[src/rtl/mips_wb_stage_p_pkg.sv]
// Shared definitions for the MIPS32 write-back stage: instruction-type codes,
// the halt FSM state encoding and the bit positions of the rd/rt fields.
package mips_pipe_pkg;

   localparam int TYPE_W = 3;

   // rd = ins[RD_LSB +: REG_AW], rt = ins[RT_LSB +: REG_AW]
   localparam int RD_LSB = 11;
   localparam int RT_LSB = 16;

   typedef enum logic [TYPE_W-1:0] {
      T_RR_ALU = 3'd0,
      T_RI_ALU = 3'd1,
      T_LOAD   = 3'd2,
      T_STORE  = 3'd3,
      T_BRANCH = 3'd4,
      T_HALT   = 3'd5
   } wb_type_e;

   typedef enum logic {
      ST_RUN    = 1'b0,
      ST_HALTED = 1'b1
   } wb_state_e;

endpackage

[src/rtl/mips_wb_stage_p_if.sv]
// MEM/WB -> register-file bundle for the write-back stage.
// The statistics counters exist only when WB_STATS_EN is defined.
interface mips_wb_stage_p_if #(
   parameter int DATA_W = 32,
   parameter int REG_AW = 5,
   parameter int TYPE_W = mips_pipe_pkg::TYPE_W,
   parameter int CNT_W  = 32
);
   logic              valid45;
   logic              branch_f;
   logic [DATA_W-1:0] ins45;
   logic [DATA_W-1:0] aluout45;
   logic [DATA_W-1:0] tld45;
   logic [TYPE_W-1:0] type45;
   logic              wb_en;
   logic [REG_AW-1:0] wb_addr;
   logic [DATA_W-1:0] wb_data;
   logic              halt_f;
`ifdef WB_STATS_EN
   logic [CNT_W-1:0]  retired_cnt;
   logic [CNT_W-1:0]  squash_cnt;
`endif

   modport master (
      output valid45, branch_f, ins45, aluout45, tld45, type45,
      input  wb_en, wb_addr, wb_data, halt_f
`ifdef WB_STATS_EN
      , input retired_cnt, squash_cnt
`endif
   );

   modport slave (
      input  valid45, branch_f, ins45, aluout45, tld45, type45,
      output wb_en, wb_addr, wb_data, halt_f
`ifdef WB_STATS_EN
      , output retired_cnt, squash_cnt
`endif
   );

endinterface

[src/rtl/mips_wb_stage_p_dest_sel.sv]
// Combinational decode of instruction type into write intent, destination
// register and data source (ALU result or load data).
module mips_wb_dest_sel #(
   parameter int DATA_W = 32,
   parameter int REG_AW = 5,
   parameter int TYPE_W = mips_pipe_pkg::TYPE_W
) (
   input  logic [DATA_W-1:0] i_ins,
   input  logic [TYPE_W-1:0] i_type,
   output logic              o_writes,
   output logic [REG_AW-1:0] o_addr,
   output logic              o_sel_load,
   output logic              o_halt
);
   import mips_pipe_pkg::*;

   logic [REG_AW-1:0] w_rd;
   logic [REG_AW-1:0] w_rt;

   assign w_rd = i_ins[RD_LSB +: REG_AW];
   assign w_rt = i_ins[RT_LSB +: REG_AW];

   // Type decode; unknown codes fall through as non-writers.
   always_comb begin
      o_writes   = 1'b0;
      o_addr     = '0;
      o_sel_load = 1'b0;
      o_halt     = 1'b0;
      case (i_type)
         TYPE_W'(T_RR_ALU): begin o_writes = 1'b1; o_addr = w_rd; end
         TYPE_W'(T_RI_ALU): begin o_writes = 1'b1; o_addr = w_rt; end
         TYPE_W'(T_LOAD):   begin o_writes = 1'b1; o_addr = w_rt; o_sel_load = 1'b1; end
         TYPE_W'(T_HALT):   o_halt = 1'b1;
         default:           o_writes = 1'b0;
      endcase
   end

endmodule

[src/rtl/mips_wb_stage_p.sv]
// MIPS32 write-back stage: registered register-file write port with valid /
// squash qualification, r0 write suppression and a sticky RUN/HALTED FSM.
// Optional feature macro: WB_STATS_EN (retired / squashed instruction counters).
module mips_wb_stage_p #(
   parameter int DATA_W = 32,
   parameter int REG_AW = 5,
   parameter int TYPE_W = mips_pipe_pkg::TYPE_W,
   parameter int CNT_W  = 32
) (
   input  logic           clk,
   input  logic           rst,
   mips_wb_stage_p_if.slave wb_if
);
   import mips_pipe_pkg::*;

   wb_state_e         r_state;
   logic              r_wb_en;
   logic [REG_AW-1:0] r_wb_addr;
   logic [DATA_W-1:0] r_wb_data;
   logic              r_halt_f;

   logic              w_writes;
   logic [REG_AW-1:0] w_addr;
   logic              w_sel_load;
   logic              w_is_halt;
   logic              w_accept;
   logic              w_squash;
   logic              w_do_write;
   logic [DATA_W-1:0] w_data;

   mips_wb_dest_sel #(
      .DATA_W (DATA_W),
      .REG_AW (REG_AW),
      .TYPE_W (TYPE_W)
   ) u_dest_sel (
      .i_ins      (wb_if.ins45),
      .i_type     (wb_if.type45),
      .o_writes   (w_writes),
      .o_addr     (w_addr),
      .o_sel_load (w_sel_load),
      .o_halt     (w_is_halt)
   );

   assign w_accept   = (r_state == ST_RUN) && wb_if.valid45 && !wb_if.branch_f;
   assign w_squash   = (r_state == ST_RUN) && wb_if.valid45 &&  wb_if.branch_f;
   assign w_do_write = w_accept && w_writes && (w_addr != '0);
   assign w_data     = w_sel_load ? wb_if.tld45 : wb_if.aluout45;

   // Halt FSM and write port; address/data only move on an actual write.
   always_ff @(posedge clk or posedge rst) begin
      if (rst) begin
         r_state   <= ST_RUN;
         r_wb_en   <= 1'b0;
         r_wb_addr <= '0;
         r_wb_data <= '0;
         r_halt_f  <= 1'b0;
      end else begin
         r_wb_en <= w_do_write;
         if (w_do_write) begin
            r_wb_addr <= w_addr;
            r_wb_data <= w_data;
         end
         case (r_state)
            ST_RUN: begin
               if (w_accept && w_is_halt) begin
                  r_state  <= ST_HALTED;
                  r_halt_f <= 1'b1;
               end
            end
            default: r_state <= ST_HALTED;
         endcase
      end
   end

   assign wb_if.wb_en   = r_wb_en;
   assign wb_if.wb_addr = r_wb_addr;
   assign wb_if.wb_data = r_wb_data;
   assign wb_if.halt_f  = r_halt_f;

`ifdef WB_STATS_EN
   logic [CNT_W-1:0] r_retired_cnt;
   logic [CNT_W-1:0] r_squash_cnt;

   // Statistics; both counters freeze once halted because accept/squash need RUN.
   always_ff @(posedge clk or posedge rst) begin
      if (rst) begin
         r_retired_cnt <= '0;
         r_squash_cnt  <= '0;
      end else begin
         if (w_accept) r_retired_cnt <= r_retired_cnt + 1'b1;
         if (w_squash) r_squash_cnt  <= r_squash_cnt + 1'b1;
      end
   end

   assign wb_if.retired_cnt = r_retired_cnt;
   assign wb_if.squash_cnt  = r_squash_cnt;
`endif

endmodule

[src/flat_wrapper.sv]
// flat-port wrapper written by rule: the top's interface ports become plain ports
module mips_wb_stage_p_flat import mips_pipe_pkg::*;
#(
   parameter int DATA_W = 32,
   parameter int REG_AW = 5,
   parameter int TYPE_W = mips_pipe_pkg::TYPE_W,
   parameter int CNT_W  = 32
)
  (clk, rst, wb_if_valid45, wb_if_branch_f, wb_if_ins45, wb_if_aluout45, wb_if_tld45, wb_if_type45, wb_if_wb_en, wb_if_wb_addr, wb_if_wb_data, wb_if_halt_f);
  mips_wb_stage_p_if #(.DATA_W(DATA_W), .REG_AW(REG_AW), .TYPE_W(TYPE_W), .CNT_W(CNT_W)) wb_if_i ();
  input  logic clk;
  input  logic rst;
  input wire logic [$bits(wb_if_i.valid45)-1:0] wb_if_valid45;
  input wire logic [$bits(wb_if_i.branch_f)-1:0] wb_if_branch_f;
  input wire logic [$bits(wb_if_i.ins45)-1:0] wb_if_ins45;
  input wire logic [$bits(wb_if_i.aluout45)-1:0] wb_if_aluout45;
  input wire logic [$bits(wb_if_i.tld45)-1:0] wb_if_tld45;
  input wire logic [$bits(wb_if_i.type45)-1:0] wb_if_type45;
  output wire logic [$bits(wb_if_i.wb_en)-1:0] wb_if_wb_en;
  output wire logic [$bits(wb_if_i.wb_addr)-1:0] wb_if_wb_addr;
  output wire logic [$bits(wb_if_i.wb_data)-1:0] wb_if_wb_data;
  output wire logic [$bits(wb_if_i.halt_f)-1:0] wb_if_halt_f;
  assign wb_if_i.valid45 = wb_if_valid45;
  assign wb_if_i.branch_f = wb_if_branch_f;
  assign wb_if_i.ins45 = wb_if_ins45;
  assign wb_if_i.aluout45 = wb_if_aluout45;
  assign wb_if_i.tld45 = wb_if_tld45;
  assign wb_if_i.type45 = wb_if_type45;
  assign wb_if_wb_en = wb_if_i.wb_en;
  assign wb_if_wb_addr = wb_if_i.wb_addr;
  assign wb_if_wb_data = wb_if_i.wb_data;
  assign wb_if_halt_f = wb_if_i.halt_f;
  mips_wb_stage_p #(.DATA_W(DATA_W), .REG_AW(REG_AW), .TYPE_W(TYPE_W), .CNT_W(CNT_W)) u_core (.clk(clk), .rst(rst), .wb_if(wb_if_i));
endmodule
[config.mk]
export PLATFORM = sky130hd
export DESIGN_NAME = mips_wb_stage_p_flat
export DESIGN_NICKNAME = d
export VERILOG_FILES = /design/src/rtl/mips_wb_stage_p_pkg.sv /design/src/rtl/mips_wb_stage_p_if.sv /design/src/rtl/mips_wb_stage_p_dest_sel.sv /design/src/rtl/mips_wb_stage_p.sv /design/src/flat_wrapper.sv
export SDC_FILE = /design/constraint.sdc
export NUM_CORES = 1
export LEC_CHECK = 0
export ABC_CLOCK_PERIOD_IN_PS = 4500
export CORE_UTILIZATION = 41
export CTS_BUF_LIST = sky130_fd_sc_hd__clkbuf_4
export CTS_CLUSTER_SIZE = 12
export DETAILED_ROUTE_END_ITERATION = 6
export GPL_TIMING_DRIVEN = 0
export PLACE_DENSITY_LB_ADDON = 0.3
export SETUP_SLACK_MARGIN = 0.1
export SLEW_MARGIN = 20
export SYNTH_ARGS = -nofsm -noshare
export SYNTH_HDL_FRONTEND = slang
export SYNTH_HIERARCHICAL = 1
export SYNTH_SLANG_ARGS = --single-unit
[constraint.sdc]
create_clock -name clk -period 4.5 [get_ports clk]
set_input_delay 0.9 -clock clk [delete_from_list [all_inputs] [get_ports clk]]
set_output_delay 0.9 -clock clk [all_outputs]
set_load 0.05 [all_outputs]
After elaboration in Yosys (flattened, before gate mapping)
Index checks and enable logic that the tools add are counted.
Storage, ports and cells
  register bits after elaboration: 40
  output and inout bits: 39
Cells by class
  bitwise gates (word level): 1
  reductions and logical operators: 11
  eq/ne operators: 3
  muxes and demuxes: 7
Operator list (count)
  $mux 32: 1
  $pmux 5 s2: 1
  $logic_and 1x1->1: 5
  $mux 1: 5
  $reduce_bool 5->1: 1
  $eq 3x1->1 const B: 1
  $eq 3x2->1 const B: 1
  $eq 3x3->1 const B: 1
  $logic_not 3->1: 1
  $reduce_or 3->1: 1
  $reduce_and 2->1: 1
  $reduce_or 2->1: 1
  $logic_not 1->1: 1
  $not 1->1: 1

Logic depth before layout (Yosys ltp)
  depth in word-level cells: 6
  depth in mapped cells: 8
  mapped depth without buffers: 7

Cells and area by module
Netlist, hierarchy kept.
By module, submodules not included
  mips_wb_stage_p: instances 1, cells an instance 125, area each 2028.2 um^2
  mips_wb_dest_sel: instances 1, cells an instance 26, area each 183.9 um^2

Worst setup path after synthesis
Ideal clock, no wire load.
  kind: input to register
  from: in wb_if_ins45[12]
  to: reg u_core.r_wb_data[0] (netlist: u_core/wb_if.wb_data[0])
  cell stages on the path: 8
  setup time: 0.125 ns
  path buffers: 1
  data required time: 4.375 ns
  setup slack: 1.954 ns
  data arrival time: 2.420 ns
  path through: nor2b_1 > a211oi_1 > a211oi_1 > or3_4 > o21ai_4 > inv_4 > buf_12 > mux2_4
On the way
  longest elaborated chain between the ends: 3
RTL lines
  from (decl): RTL line flat_wrapper.sv:15  | input wire logic [$bits(wb_if_i.ins45)-1:0] wb_if_ins45;
  $pmux 5 s2: RTL line mips_wb_stage_p_dest_sel.sv:29  | case (i_type)
  via u_core.w_addr[1]: RTL line mips_wb_stage_p.sv:23  | logic [REG_AW-1:0] w_addr;
  $reduce_bool 5->1: RTL line mips_wb_stage_p.sv:46  | assign w_do_write = w_accept && w_writes && (w_addr != '0);
  $logic_and 1x1->1: RTL line mips_wb_stage_p.sv:46
  to (signal assigned): RTL line mips_wb_stage_p.sv:61  | r_wb_data <= w_data;
  to (decl): RTL line mips_wb_stage_p.sv:19  | logic [DATA_W-1:0] r_wb_data;
The timed path passes the listed nets, and every way through them passes these cells.
A chain may end at the register's enable or synchronous reset.

Worst setup path after layout
  from: in wb_if_type45[1]
  to: reg u_core.r_wb_data[8] (netlist: u_core/wb_if.wb_data[8])
On the way
  elaborated cells on any way between the ends: 12
  those cells by class: eq/ne (2); mux (4); reduce/logical (6)
RTL lines
  from (decl): RTL line flat_wrapper.sv:18  | input wire logic [$bits(wb_if_i.type45)-1:0] wb_if_type45;
  $eq 3x2->1: RTL line mips_wb_stage_p_dest_sel.sv:29
  $mux 1: RTL line mips_wb_stage_p_dest_sel.sv:29
  via u_core.w_sel_load: RTL line mips_wb_stage_p.sv:24  | logic w_sel_load;
  $mux 32: RTL line mips_wb_stage_p.sv:47  | assign w_data = w_sel_load ? wb_if.tld45 : wb_if.aluout45;
The timed path passes the listed nets, and every way through them passes these cells.

==> impl.org <==
** STA
- Summed over all failing endpoints, the final setup total negative slack is 0 ns.
- Static timing analysis puts the maximum clock frequency at 327 MHz.
- Final critical-path share of the clock period :: 67.9%
- The number of hold violations in the final report came to 0.
- Setup repair after global routing left no endpoint under its margin.
- Count of final max-slew check failures :: 0
- The worst pin sits at a relative slew slack of 62.9%.
- Worst setup skew after layout :: 0.00778 ns
- Final period demand of the worst path :: 3.06 ns
- Setup violations remaining at the end of the flow were counted as 0.
- Worst-Margin Slew :: 0.557 ns

** Setup path
- In this run the worst setup path begins at wb_if_type45[1].
- For the worst setup path, the data arrival time is 3.28 ns.
- The worst setup path is of the in -> reg kind.
- Worst reg2reg endpoint :: u_core/wb_if.wb_data[10]
- Critical Path Start Type :: input pin
- For the worst flop-to-flop path, the logic depth is 5.
- The slowest stage of the critical path belongs to the cell sky130_fd_sc_hd__clkdlybuf4s50_1.
- Of all nets on the critical path, the largest fanout is 10.
- Data on the critical path is required at its endpoint by around 4.7 ns.
- The largest single stage delay on the critical path is approximately 0.52 ns.
- STA classifies the critical path endpoint as a register.
- Crit-path cells :: clkdlybuf4s50_1 -> buf_2 -> nor3b_1 -> clkbuf_1 -> buf_1 -> mux2_2 -> mux2_4
- The most critical setup path has its endpoint at u_core/wb_if.wb_data[8].
- Worst reg2reg startpoint :: u_core/r_state
- Flop2flop setup slack :: 2.85 ns

** Cells and area
- Area growth from synthesis to layout :: 60.9%
- Share of post-route cells with drive strength above 1 :: 30.6%
- ANT cells :: 0
- For this run, the post-layout net count is 380.
- Post-layout instance count excluding filler cells :: 348
- Highest-count cells in the layout ignoring fill and taps :: 118 x sky130_fd_sc_hd__clkdlybuf4s50_1, 40 x sky130_fd_sc_hd__dfrtp_1, 35 x sky130_fd_sc_hd__mux2_2
- The library cell used most frequently in the layout, excluding fill and tap cells, is sky130_fd_sc_hd__clkdlybuf4s50_1.

** Drt
- DRC :: 0
- Number of iterations in the first detailed-routing pass :: 4
- Dividing the detail-routed wire length by the instance count gives ~15 um.
- Vias per std cell :: roughly 4.8
- Across all layers, the routed design uses 1,674 vias.
- Total wire length :: approximately 5300 um
- First DRT Iteration DRCs :: 26
- The detail route stage leaves a number of antenna-violating nets equal to 0.

** Hold path
- Hold/Removal Path Class :: reg -> reg

** Clock tree
- Number of hold buffers added after CTS :: 0
- The tree is rooted in a sky130_fd_sc_hd__clkbuf_4.
- Number of cells upsized or downsized after cts :: 0
- Max Buffers Root-to-Sink :: 2
- Count of H-tree levels built during CTS :: 2
- Counting the buffers created by CTS gives 5.
- CTS tree :: built
- The tree built by TritonCTS fans out to 40 sinks.
- After clock tree synthesis, the clock-pin slew on the worst setup and hold paths is 0.11 ns.
- For the worst-skew pair, the clock arrives at the later sink with an insertion delay of approximately 0.33 ns.
- Post-CTS Repair Setup Buffers :: 0

** Floorplan
- In this run the horizontal extent of the chip is 75.5 um.
- Vert. Die Dim :: 75.5 um
- The die covers 5690 um^2.
- Initial Utilization :: between 40% and 50%
- The core region is 5140 um^2.
- After floorplanning, the core was divided into 26 placement rows.
- I/O pin total :: 142

** GRT
- Global-route wire length before repair :: 8000 um
- Entering global routing, the biggest net connects 23 pins.
- After global routing the overflow that remains totals 0.
- Total routing usage reported by global routing :: 19.2%
- Vias in the first global route :: roughly 1,700
- Number of antenna violations at the first check in global routing :: 0

** Pwr
- Power density over the cells :: 536 nW/um^2
- Worst IR Drop VDD :: 389 uV
- Leakage power of the design :: 0.00145 uW

** Logic synthesis
- Cell area after synthesis :: 2210 um^2
- In this run, synthesis produced a sequential element count of 40.
- Share of the synthesized area in the top cell type :: 45.2%
- Top area cells in the synthesized netlist :: sky130_fd_sc_hd__dfrtp_1 45%, sky130_fd_sc_hd__mux2_4 20%, sky130_fd_sc_hd__mux2_2 18%
- Cell taking the most area after synthesis :: sky130_fd_sc_hd__dfrtp_1
- Syn. warnings :: 6
- A synthesized cell averages around 15 um^2.
- Counting every net in the synthesized netlist gives 254.
- Netlist cell types :: 24
- Sequential element share of the synthesized area :: 45.2%
- Post-Synthesis Cells :: 151

** Placed design
- The congestion estimate from routability-driven global placement came to 0.886.
- Detailed-placement wirelength estimate :: approximately 4200 um
- Counting tap cells, the placed design contains a total of 340 instances.
- Input/output buffers :: 118

** Outcome
- The flow ran to the end, and the final reports show no timing, DRC or antenna violations.

** Job
- Max_cap viols :: 0
-- state kept, by name (all words and copies together) (netlist names) --
register / count
u_core/wb_if.wb_addr: 5
u_core/wb_if.wb_en: 1
u_core/wb_if.halt_f: 1
u_core/r_state: 1
u_core/wb_if.wb_data: 32
-- critical path: cells and delay by family --
family / cells / cell delay, ns
buffers and inverters: 4 / 1.51
muxes: 2 / 0.67
and+or+nand+nor: 1 / 0.19
-- layer usage --
metal / vias up / share of wire [%] / GRT usage (%)
li1: 805 / - / -
met1: 798 / 41 / 22.3
met2: 69 / 51 / 34.5
met3: 2 / 7.4 / 6.22
met4: 0 / 0.42 / 4.32
met5: - / 0 / 0
-- per-stage QoR --
| stage | worst slack, ns | hold slack [ns] | power (uW) | utilization (%) | cell area [um^2] |
|---|---|---|---|---|---|
| detailed placement | 1.05 | 0.465 | 1750 | 68.3 | 3510 |
| finish | 1.44 | 0.477 | 1910 | 69.3 | 3560 |
| CTS | 1.43 | 0.484 | 1930 | 69.3 | 3560 |
| global route | 1.26 | 0.504 | 2000 | 69.3 | 3560 |
| floorplan | 1.95 | 0.434 | 1340 | - | 2210 |
| global placement | 1.08 | 0.450 | 1730 | 67.7 | 3480 |
-- layout make-up --
class                   count  area (um^2)
flip-flops and latches     40         1000
fillers                   425         1580
plain buffers              10         96.3
clock inverters             3         13.8
clock buffers               5         37.5
multi-input cells          99         1100
repair buffers            119         1210
well taps                  70         87.6
inverters                   2         10.0
-- report_power, final --
| part | total, uW | switching [uW] | internal [uW] |
|---|---|---|---|
| clock | 166 | 108 | 57.4 |
| sequential | 585 | 81.5 | 503 |
| combinational | 1160 | 667 | 491 |
| total | 1910 | 856 | 1050 |
-- cell usage after synthesis --
cell type                  count
sky130_fd_sc_hd__dfrtp_1      40
sky130_fd_sc_hd__mux2_2       35
sky130_fd_sc_hd__mux2_4       29
sky130_fd_sc_hd__a211oi_1      9
sky130_fd_sc_hd__nand2b_1      6
sky130_fd_sc_hd__a22o_1        5
sky130_fd_sc_hd__nor2b_1       5
sky130_fd_sc_hd__buf_1         3
sky130_fd_sc_hd__buf_12        3
sky130_fd_sc_hd__buf_2         2
sky130_fd_sc_hd__a211oi_2      1
sky130_fd_sc_hd__a21oi_1       1
sky130_fd_sc_hd__and3b_1       1
sky130_fd_sc_hd__and4bb_2      1
sky130_fd_sc_hd__buf_6         1
sky130_fd_sc_hd__clkbuf_1      1
sky130_fd_sc_hd__inv_1         1
sky130_fd_sc_hd__inv_4         1
sky130_fd_sc_hd__nand3b_1      1
sky130_fd_sc_hd__nor3b_1       1
sky130_fd_sc_hd__o21ai_4       1
sky130_fd_sc_hd__o21bai_1      1
sky130_fd_sc_hd__or2_2         1
sky130_fd_sc_hd__or3_4         1
-- logic make-up after synthesis --
kind of cell    share of synthesized area [%]
mux                                      37.5
compound gates                           6.90
simple gates                             5.54
flops                                    45.2
buf+inv                                  4.81
-- worst min path at each step --
stage / to / cells past startpoint / slack [ns] / startpoint
floorplan: u_core/wb_if.halt_f / 1 / 0.43 / u_core/r_state
global placement: u_core/wb_if.halt_f / 1 / 0.45 / u_core/r_state
detailed placement: u_core/wb_if.halt_f / 1 / 0.47 / u_core/r_state
CTS: u_core/wb_if.halt_f / 1 / 0.48 / u_core/r_state
global route: u_core/wb_if.halt_f / 1 / 0.50 / u_core/r_state
finish: u_core/wb_if.halt_f / 1 / 0.48 / u_core/r_state
Note: power is estimated with default switching activity, not from simulation.
